===== src/rtl/acc_stack.sv =====
// acc_stack: accumulator with a small LIFO save stack.
//
// The accumulator can be loaded from the bus, cleared, incremented,
// decremented, shifted or rotated. Its value can also be pushed onto and
// popped from a stack of DEPTH entries.
//
// Ports:
//   clk      - single clock; all state changes on the rising edge
//   reset_n  - asynchronous, active-low reset
//   s        - load d_in into the accumulator
//   e        - drive the accumulator onto d_out (zero when low)
//   d_in     - bus data in
//   op       - 0 hold, 1 clear, 2 inc, 3 dec, 4 shl, 5 shr, 6 rol, 7 ror
//   push     - save the accumulator onto the stack
//   pop      - restore the accumulator from the stack top
//   clr_err  - clear the sticky error flag
//   d_out    - bus data out
//   carry    - carry, borrow or shifted-out bit
//   full     - stack holds DEPTH entries
//   empty    - stack holds no entries
//   count    - number of occupied stack entries
//   err      - sticky overflow/underflow flag
module acc_stack #(
    parameter int WIDTH = 8,
    parameter int DEPTH = 4
) (
    input  logic                       clk,
    input  logic                       reset_n,
    input  logic                       s,
    input  logic                       e,
    input  logic [WIDTH-1:0]           d_in,
    input  logic [2:0]                 op,
    input  logic                       push,
    input  logic                       pop,
    input  logic                       clr_err,
    output logic [WIDTH-1:0]           d_out,
    output logic                       carry,
    output logic                       full,
    output logic                       empty,
    output logic [$clog2(DEPTH+1)-1:0] count,
    output logic                       err
);

    localparam int CW = $clog2(DEPTH + 1);
    localparam int IW = (DEPTH > 1) ? $clog2(DEPTH) : 1;

    localparam logic [2:0] OP_HOLD  = 3'd0;
    localparam logic [2:0] OP_CLEAR = 3'd1;
    localparam logic [2:0] OP_INC   = 3'd2;
    localparam logic [2:0] OP_DEC   = 3'd3;
    localparam logic [2:0] OP_SHL   = 3'd4;
    localparam logic [2:0] OP_SHR   = 3'd5;
    localparam logic [2:0] OP_ROL   = 3'd6;
    localparam logic [2:0] OP_ROR   = 3'd7;

    logic [WIDTH-1:0] r_acc;
    logic             r_carry;
    logic [CW-1:0]    r_count;
    logic             r_err;
    logic [WIDTH-1:0] r_stack [DEPTH];

    logic             w_full;
    logic             w_empty;
    logic             w_swap;
    logic             w_push_ok;
    logic             w_pop_ok;
    logic             w_new_err;
    logic [CW-1:0]    w_count_m1;
    logic [IW-1:0]    w_push_idx;
    logic [IW-1:0]    w_top_idx;
    logic [WIDTH:0]   w_inc;
    logic [WIDTH:0]   w_dec;
    logic [WIDTH-1:0] w_acc_nxt;
    logic             w_carry_nxt;
    logic [CW-1:0]    w_count_nxt;
    logic             w_err_nxt;

    // Stack status and transaction decode.
    always_comb begin
        w_full     = (r_count == DEPTH[CW-1:0]);
        w_empty    = (r_count == {CW{1'b0}});
        w_count_m1 = r_count - {{(CW-1){1'b0}}, 1'b1};
        w_push_idx = r_count[IW-1:0];
        w_top_idx  = w_count_m1[IW-1:0];
        // push and pop together on a non-empty stack exchange acc with the top;
        // on an empty stack the pair degrades to a plain push.
        w_swap     = push & pop & ~w_empty;
        w_push_ok  = push & (~pop | w_empty) & ~w_full;
        w_pop_ok   = pop & ~push & ~w_empty;
        w_new_err  = (push & ~pop & w_full) | (pop & ~push & w_empty);
    end

    // Accumulator and carry next-value: stack restore beats load beats op.
    always_comb begin
        // The extra MSB of each result is the wrap-out bit.
        w_inc       = {1'b0, r_acc} + {{WIDTH{1'b0}}, 1'b1};
        w_dec       = {1'b0, r_acc} - {{WIDTH{1'b0}}, 1'b1};
        w_acc_nxt   = r_acc;
        w_carry_nxt = r_carry;
        if (w_pop_ok || w_swap) begin
            w_acc_nxt = r_stack[w_top_idx];
        end else if (s) begin
            w_acc_nxt = d_in;
        end else begin
            case (op)
                OP_HOLD: begin
                    w_acc_nxt   = r_acc;
                    w_carry_nxt = r_carry;
                end
                OP_CLEAR: begin
                    w_acc_nxt   = {WIDTH{1'b0}};
                    w_carry_nxt = 1'b0;
                end
                OP_INC: begin
                    w_acc_nxt   = w_inc[WIDTH-1:0];
                    w_carry_nxt = w_inc[WIDTH];
                end
                OP_DEC: begin
                    w_acc_nxt   = w_dec[WIDTH-1:0];
                    w_carry_nxt = w_dec[WIDTH];
                end
                OP_SHL: begin
                    w_acc_nxt   = {r_acc[WIDTH-2:0], 1'b0};
                    w_carry_nxt = r_acc[WIDTH-1];
                end
                OP_SHR: begin
                    w_acc_nxt   = {1'b0, r_acc[WIDTH-1:1]};
                    w_carry_nxt = r_acc[0];
                end
                OP_ROL: begin
                    w_acc_nxt   = {r_acc[WIDTH-2:0], r_acc[WIDTH-1]};
                    w_carry_nxt = r_acc[WIDTH-1];
                end
                OP_ROR: begin
                    w_acc_nxt   = {r_acc[0], r_acc[WIDTH-1:1]};
                    w_carry_nxt = r_acc[0];
                end
                default: begin
                    w_acc_nxt   = r_acc;
                    w_carry_nxt = r_carry;
                end
            endcase
        end
    end

    // Occupancy and sticky error next-value.
    always_comb begin
        w_count_nxt = r_count;
        if (w_push_ok) begin
            w_count_nxt = r_count + {{(CW-1){1'b0}}, 1'b1};
        end else if (w_pop_ok) begin
            w_count_nxt = w_count_m1;
        end else begin
            w_count_nxt = r_count;
        end
        // A new error wins over a coincident clear.
        if (w_new_err) begin
            w_err_nxt = 1'b1;
        end else if (clr_err) begin
            w_err_nxt = 1'b0;
        end else begin
            w_err_nxt = r_err;
        end
    end

    // Control state registers.
    always_ff @(posedge clk or negedge reset_n) begin
        if (!reset_n) begin
            r_acc   <= {WIDTH{1'b0}};
            r_carry <= 1'b0;
            r_count <= {CW{1'b0}};
            r_err   <= 1'b0;
        end else begin
            r_acc   <= w_acc_nxt;
            r_carry <= w_carry_nxt;
            r_count <= w_count_nxt;
            r_err   <= w_err_nxt;
        end
    end

    // Stack storage; entries above count are never read, so no reset needed.
    always_ff @(posedge clk) begin
        if (w_push_ok) begin
            r_stack[w_push_idx] <= r_acc;
        end else if (w_swap) begin
            r_stack[w_top_idx] <= r_acc;
        end
    end

    // Output drive; the bus reads zero rather than floating when disabled.
    always_comb begin
        d_out = e ? r_acc : {WIDTH{1'b0}};
        carry = r_carry;
        full  = w_full;
        empty = w_empty;
        count = r_count;
        err   = r_err;
    end

endmodule


===== config.mk =====
export PLATFORM = sky130hd
export DESIGN_NAME = acc_stack
export DESIGN_NICKNAME = d
export VERILOG_FILES = /design/src/rtl/acc_stack.sv
export SDC_FILE = /design/constraint.sdc
export NUM_CORES = 1
export LEC_CHECK = 0
export BUFFER_PORTS_ARGS = -buffer_cell sky130_fd_sc_hd__buf_2
export CAP_MARGIN = 20
export CORE_MARGIN = 8
export CORE_UTILIZATION = 57
export DETAILED_ROUTE_END_ITERATION = 6
export GPL_ROUTABILITY_DRIVEN = 0
export HOLD_SLACK_MARGIN = 0.15
export PLACE_DENSITY = 0.81
export SYNTH_ARGS = -nofsm -noshare
export SYNTH_HDL_FRONTEND = slang
export SYNTH_SLANG_ARGS = --single-unit

===== constraint.sdc =====
create_clock -name clk -period 8.8 [get_ports clk]
set_clock_uncertainty 0.2 [all_clocks]
set_input_delay 1.32 -clock clk [delete_from_list [all_inputs] [get_ports clk]]
set_output_delay 1.32 -clock clk [all_outputs]
set_load 0.005 [all_outputs]

==> metrics.txt <==
# TYPE chip_impl_metric gauge
chip_impl_metric{name="instances_no_fill",unit=""} 315
chip_impl_metric{name="start_util",unit="%"} 58.91
chip_impl_metric{name="first_pass_grt_wire_length",unit="mm"} 10.55
chip_impl_metric{name="grt_pass1_vias",unit=""} 2049
chip_impl_metric{name="largest_net_degree_at_the_start_of_global_routing",unit=""} 28
chip_impl_metric{name="critPathMaxStageDelay",unit="ns"} 0.82
chip_impl_metric{name="chipWidth",unit="um"} 85.64
chip_impl_metric{name="antenna_violations_before_repair",unit=""} 0
chip_impl_metric{name="post_cts_buffers",unit=""} 0
chip_impl_metric{name="route.final.wire_length",unit="mm"} 6.495
chip_impl_metric{name="fp.dieArea",unit="sq um"} 7333
chip_impl_info{name="clock_tree.root_cell",value="clkbuf_8"} 1
chip_impl_info{name="crit_path_cell_trace",value="inv_1, ha_1, nand2b_1, inv_1, buf_2"} 1
chip_impl_info{name="critPathLaunchType",value="flip-flop"} 1
chip_impl_info{name="rr_startpoint",value="count[0]"} 1
chip_impl_metric{name="holdBufCountCts",unit=""} 0
chip_impl_metric{name="sequential_fraction_of_the_synthesis_area",unit="%"} 46.54
chip_impl_metric{name="cts_htree_levels",unit=""} 2
chip_impl_metric{name="max_slew.worst_pin.slew",unit="ns"} 0.8097
chip_impl_info{name="reg2reg_to",value="r_stack[1][5]"} 1
chip_impl_metric{name="cts.clk_slew.worst_paths",unit="ns"} 0.08
chip_impl_metric{name="post_synth_arst_share",unit="%"} 28.89
chip_impl_metric{name="max-clock-path-buffers",unit=""} 2
chip_impl_metric{name="portBuffers",unit=""} 32
chip_impl_metric{name="antenna_cells",unit=""} 0
chip_impl_metric{name="tritoncts.num_buffers",unit=""} 5
chip_impl_info{name="top_ff_cell_synth",value="edfxtp_1"} 1
chip_impl_metric{name="final-setup-viol-count",unit=""} 0
chip_impl_metric{name="timing.critical_path.arrival",unit="ns"} 2.10
chip_impl_metric{name="place_area",unit="sq um"} 2839
chip_impl_metric{name="post_drt_via_cell_ratio",unit=""} 6.676
chip_impl_metric{name="dpl_wire_length",unit="mm"} 4.416
chip_impl_metric{name="synthCells",unit=""} 244
chip_impl_metric{name="netlist_area",unit="sq um"} 2764
chip_impl_metric{name="final_antenna_net_count",unit=""} 0
chip_impl_metric{name="power-per-cell-area",unit="nW/um^2"} 324.8
chip_impl_metric{name="max_freq",unit="GHz"} 0.2760
chip_impl_info{name="crit_path_frequent_cell",value="inv_1"} 1
chip_impl_metric{name="placement_rows",unit=""} 25
chip_impl_metric{name="min_period",unit="ns"} 3.623
chip_impl_metric{name="hold_depth",unit=""} 2
chip_impl_info{name="rsz0062_at_grt",value="false"} 1
chip_impl_metric{name="firstDrtPassIters",unit=""} 4
chip_impl_info{name="crit_slowest_cell",value="dfrtp_1"} 1
chip_impl_metric{name="leak",unit="nW"} 1.130
chip_impl_metric{name="crit_cells",unit=""} 5
chip_impl_metric{name="worst_slack_placed",unit="ns"} 5.465
chip_impl_info{name="worstSetupEndpointType",value="primary output"} 1
chip_impl_info{name="whs_endpoint",value="err"} 1
chip_impl_metric{name="boundaryPins",unit=""} 33
chip_impl_metric{name="setup_total_negative_slack",unit="ns"} 0
chip_impl_metric{name="remaining_drc_errors",unit=""} 0
chip_impl_metric{name="maxSlewHeadroom",unit="%"} 45.82
chip_impl_metric{name="clkSinkCount",unit=""} 45
chip_impl_metric{name="ys_types",unit=""} 65
chip_impl_info{name="setup.worst_path.class",value="flip-flop to primary output"} 1
chip_impl_metric{name="cts_repair_resize_count",unit=""} 0
chip_impl_metric{name="post_drt_wl_per_cell",unit="um"} 20.62
chip_impl_info{name="min_from",value="err"} 1
chip_impl_metric{name="worstPathRequired",unit="ns"} 7.28
chip_impl_metric{name="syn-mean-instance-area",unit="sq um"} 11.33
chip_impl_metric{name="syn2layout_area_growth",unit="%"} 6.926
chip_impl_metric{name="syn_nets",unit=""} 267
chip_impl_metric{name="final.setup.worst_slack",unit="ns"} 5.177
chip_impl_info{name="family_with_the_most_delay_on_the_worst_path",value="flip-flops"} 1
chip_impl_metric{name="worstSkewPairLatency",unit="ns"} 0.30
chip_impl_metric{name="postLayoutCellArea",unit="sq um"} 2955
chip_impl_metric{name="critical_path.max_fanout",unit=""} 16
chip_impl_metric{name="gr-usage-all-layers",unit="%"} 18.24
chip_impl_metric{name="drt_iter0_drc",unit=""} 298
chip_impl_metric{name="timing_max_transition_violations_final",unit=""} 0
chip_impl_metric{name="fin_worst_hold_slack",unit="ns"} 0.3315
chip_impl_metric{name="reg2reg_depth",unit=""} 6
chip_impl_metric{name="drive_above_1_share",unit="%"} 21.07
chip_impl_metric{name="die_h",unit="um"} 85.64
chip_impl_metric{name="synth-edff-count",unit=""} 32
chip_impl_metric{name="synth-warning-count",unit=""} 0
chip_impl_metric{name="ys_ff_latch",unit=""} 45
chip_impl_metric{name="dp_cells",unit=""} 307
chip_impl_info{name="run_status",value="finished clean"} 1
chip_impl_metric{name="maxCapViolations",unit=""} 0
chip_impl_metric{name="final.period_utilization",unit="%"} 41.17
chip_impl_metric{name="reg2reg_setup_slack",unit="ns"} 5.43
chip_impl_metric{name="n_fill_cell",unit=""} 365
chip_impl_metric{name="ir_drop",unit="mV"} 0.2042
chip_impl_info{name="worstHoldPathType",value="flip-flop to flip-flop"} 1
chip_impl_metric{name="report.final.hold_viol_count",unit=""} 0
chip_impl_metric{name="route.vias.total",unit=""} 2103
chip_impl_metric{name="core_area",unit="sq um"} 4692
chip_impl_metric{name="grt-ovfl-total",unit=""} 0
chip_impl_metric{name="layout.nets",unit=""} 283
chip_impl_info{name="tritoncts",value="done"} 1
chip_impl_metric{name="path_buf_inv",unit=""} 3
==> state kept, by name (all words and copies together), names as in the netlist <==
name     flops
count        3
err          1
r_acc        8
carry        1
r_stack     32
==> cells in the final DEF, fill, tap and decap left out, types with 2 or more instances in the layout <==
cell      synthesis  routed
o21ai_0           8       8
nand3_1           5       5
nor4_1            2       2
nor2b_1           6       6
a32oi_1           2       2
clkbuf_8          0       5
nor3_1            5       5
a221o_1           4       4
nand4_1           2       2
buf_2             8      32
o21ai_1           4       4
a221oi_1          2       2
a31oi_1           4       4
nor2_1           15      15
and3b_1           2       2
mux4_2            8       8
o211ai_1          2       2
and3_1            4       4
and4_1            2       2
dfrtp_1          13      13
and2_2            2       2
mux2i_1           7       7
nand4b_1          4       4
xnor2_1           2       2
and2_1           10      10
ha_1              5       5
inv_1            11      11
o31ai_1           2       2
nand2b_1          4       4
nor4bb_1          2       2
a21oi_1           9       9
inv_6             0       2
nor3b_1           3       3
edfxtp_1         32      32
nand2_1          10      10
==> report_power, final <==
part / leakage (nW) / switching (W) / internal [W]
Sequential: 0.447 / 0.000121 / 0.000324
Combinational: 0.624 / 0.000179 / 0.000175
Clock: 0.0591 / 0.0000749 / 0.0000866
Total: 1.13 / 0.000375 / 0.000585
==> cell families (layout without fill, tap and decap cells) <==
logic type,Yosys count,after routing,synth area share [%]
simple gates,86,86,18.92
compound gates,55,55,14.89
flops,45,45,46.54
buf+inv,35,52,7.289
mux,16,16,9.461
fa+ha+maj,5,5,2.263
xor+xnor,2,2,0.6339
==> cell type report <==
class                      instances  area [sq um]  area share, %
clock buffer                       5         68.82          2.329
clock inverter                     3         47.55          1.609
inverter                          11         41.29          1.397
multi-input combinational        164          1276          43.18
sequential                        45          1286          43.52
tap                               54         67.56          2.286
timing repair buffer              33         167.7          5.673
==> worst max-delay path by stage <==
| stage | from | to |
|---|---|---|
| final | count[0] | empty |
| after global routing | count[0] | empty |
| after CTS | count[0] | empty |
| after detailed placement | count[0] | r_stack[1][4] |
| after global placement | e | d_out[1] |
| after floorplan | e | d_out[1] |
==> stage by stage <==
stage | util (%) | total power [W]
after CTS | 62.99 | 0.0009613
after floorplan | - | 0.0006932
after global placement | 60.51 | 0.0007818
after global routing | 62.99 | 0.001018
after detailed placement | 60.51 | 0.0007974
final | 62.99 | 0.0009600
==> metal layers <==
| metal | track usage (%) | vias to the layer above | share of wire [%] |
|---|---|---|---|
| met5 | 0 | - | 0 |
| met4 | 6.051 | 0 | 1.0 |
| met3 | 5.349 | 9 | 9.1 |
| met2 | 26.80 | 113 | 47 |
| met1 | 25.03 | 1020 | 43 |
| li1 | - | 961 | - |
==> Yosys cell counts, drive strengths merged, types with 3 or more instances <==
master  number  area, sq um
a31oi        4        25.02
nor3b        3        22.52
nand3        5        25.02
nand4b       4        35.03
nor2        16        67.56
o21ai       12        60.06
nor3         5        25.02
and3         4        25.02
a221o        4        40.04
clkbuf       7        30.03
buf         17        130.1
a21oi        9        45.04
inv         11        41.29
dfrtp       13        325.3
nor2b        7        46.30
ha           5        62.56
nand2       10        37.54
mux2i        7        70.07
and2        12        77.57
mux4         8        180.2
edfxtp      32        960.9
nand2b       4        25.02
==> worst reg2reg max path, stage by stage (launching register included) <==
cell	delay (ns)
dfrtp_1	0.82
inv_1	0.20
ha_1	0.32
nand2b_1	0.26
and2_1	0.43
a31oi_1	0.18
nor2_1	0.60
(Power assumes the default switching activity.)
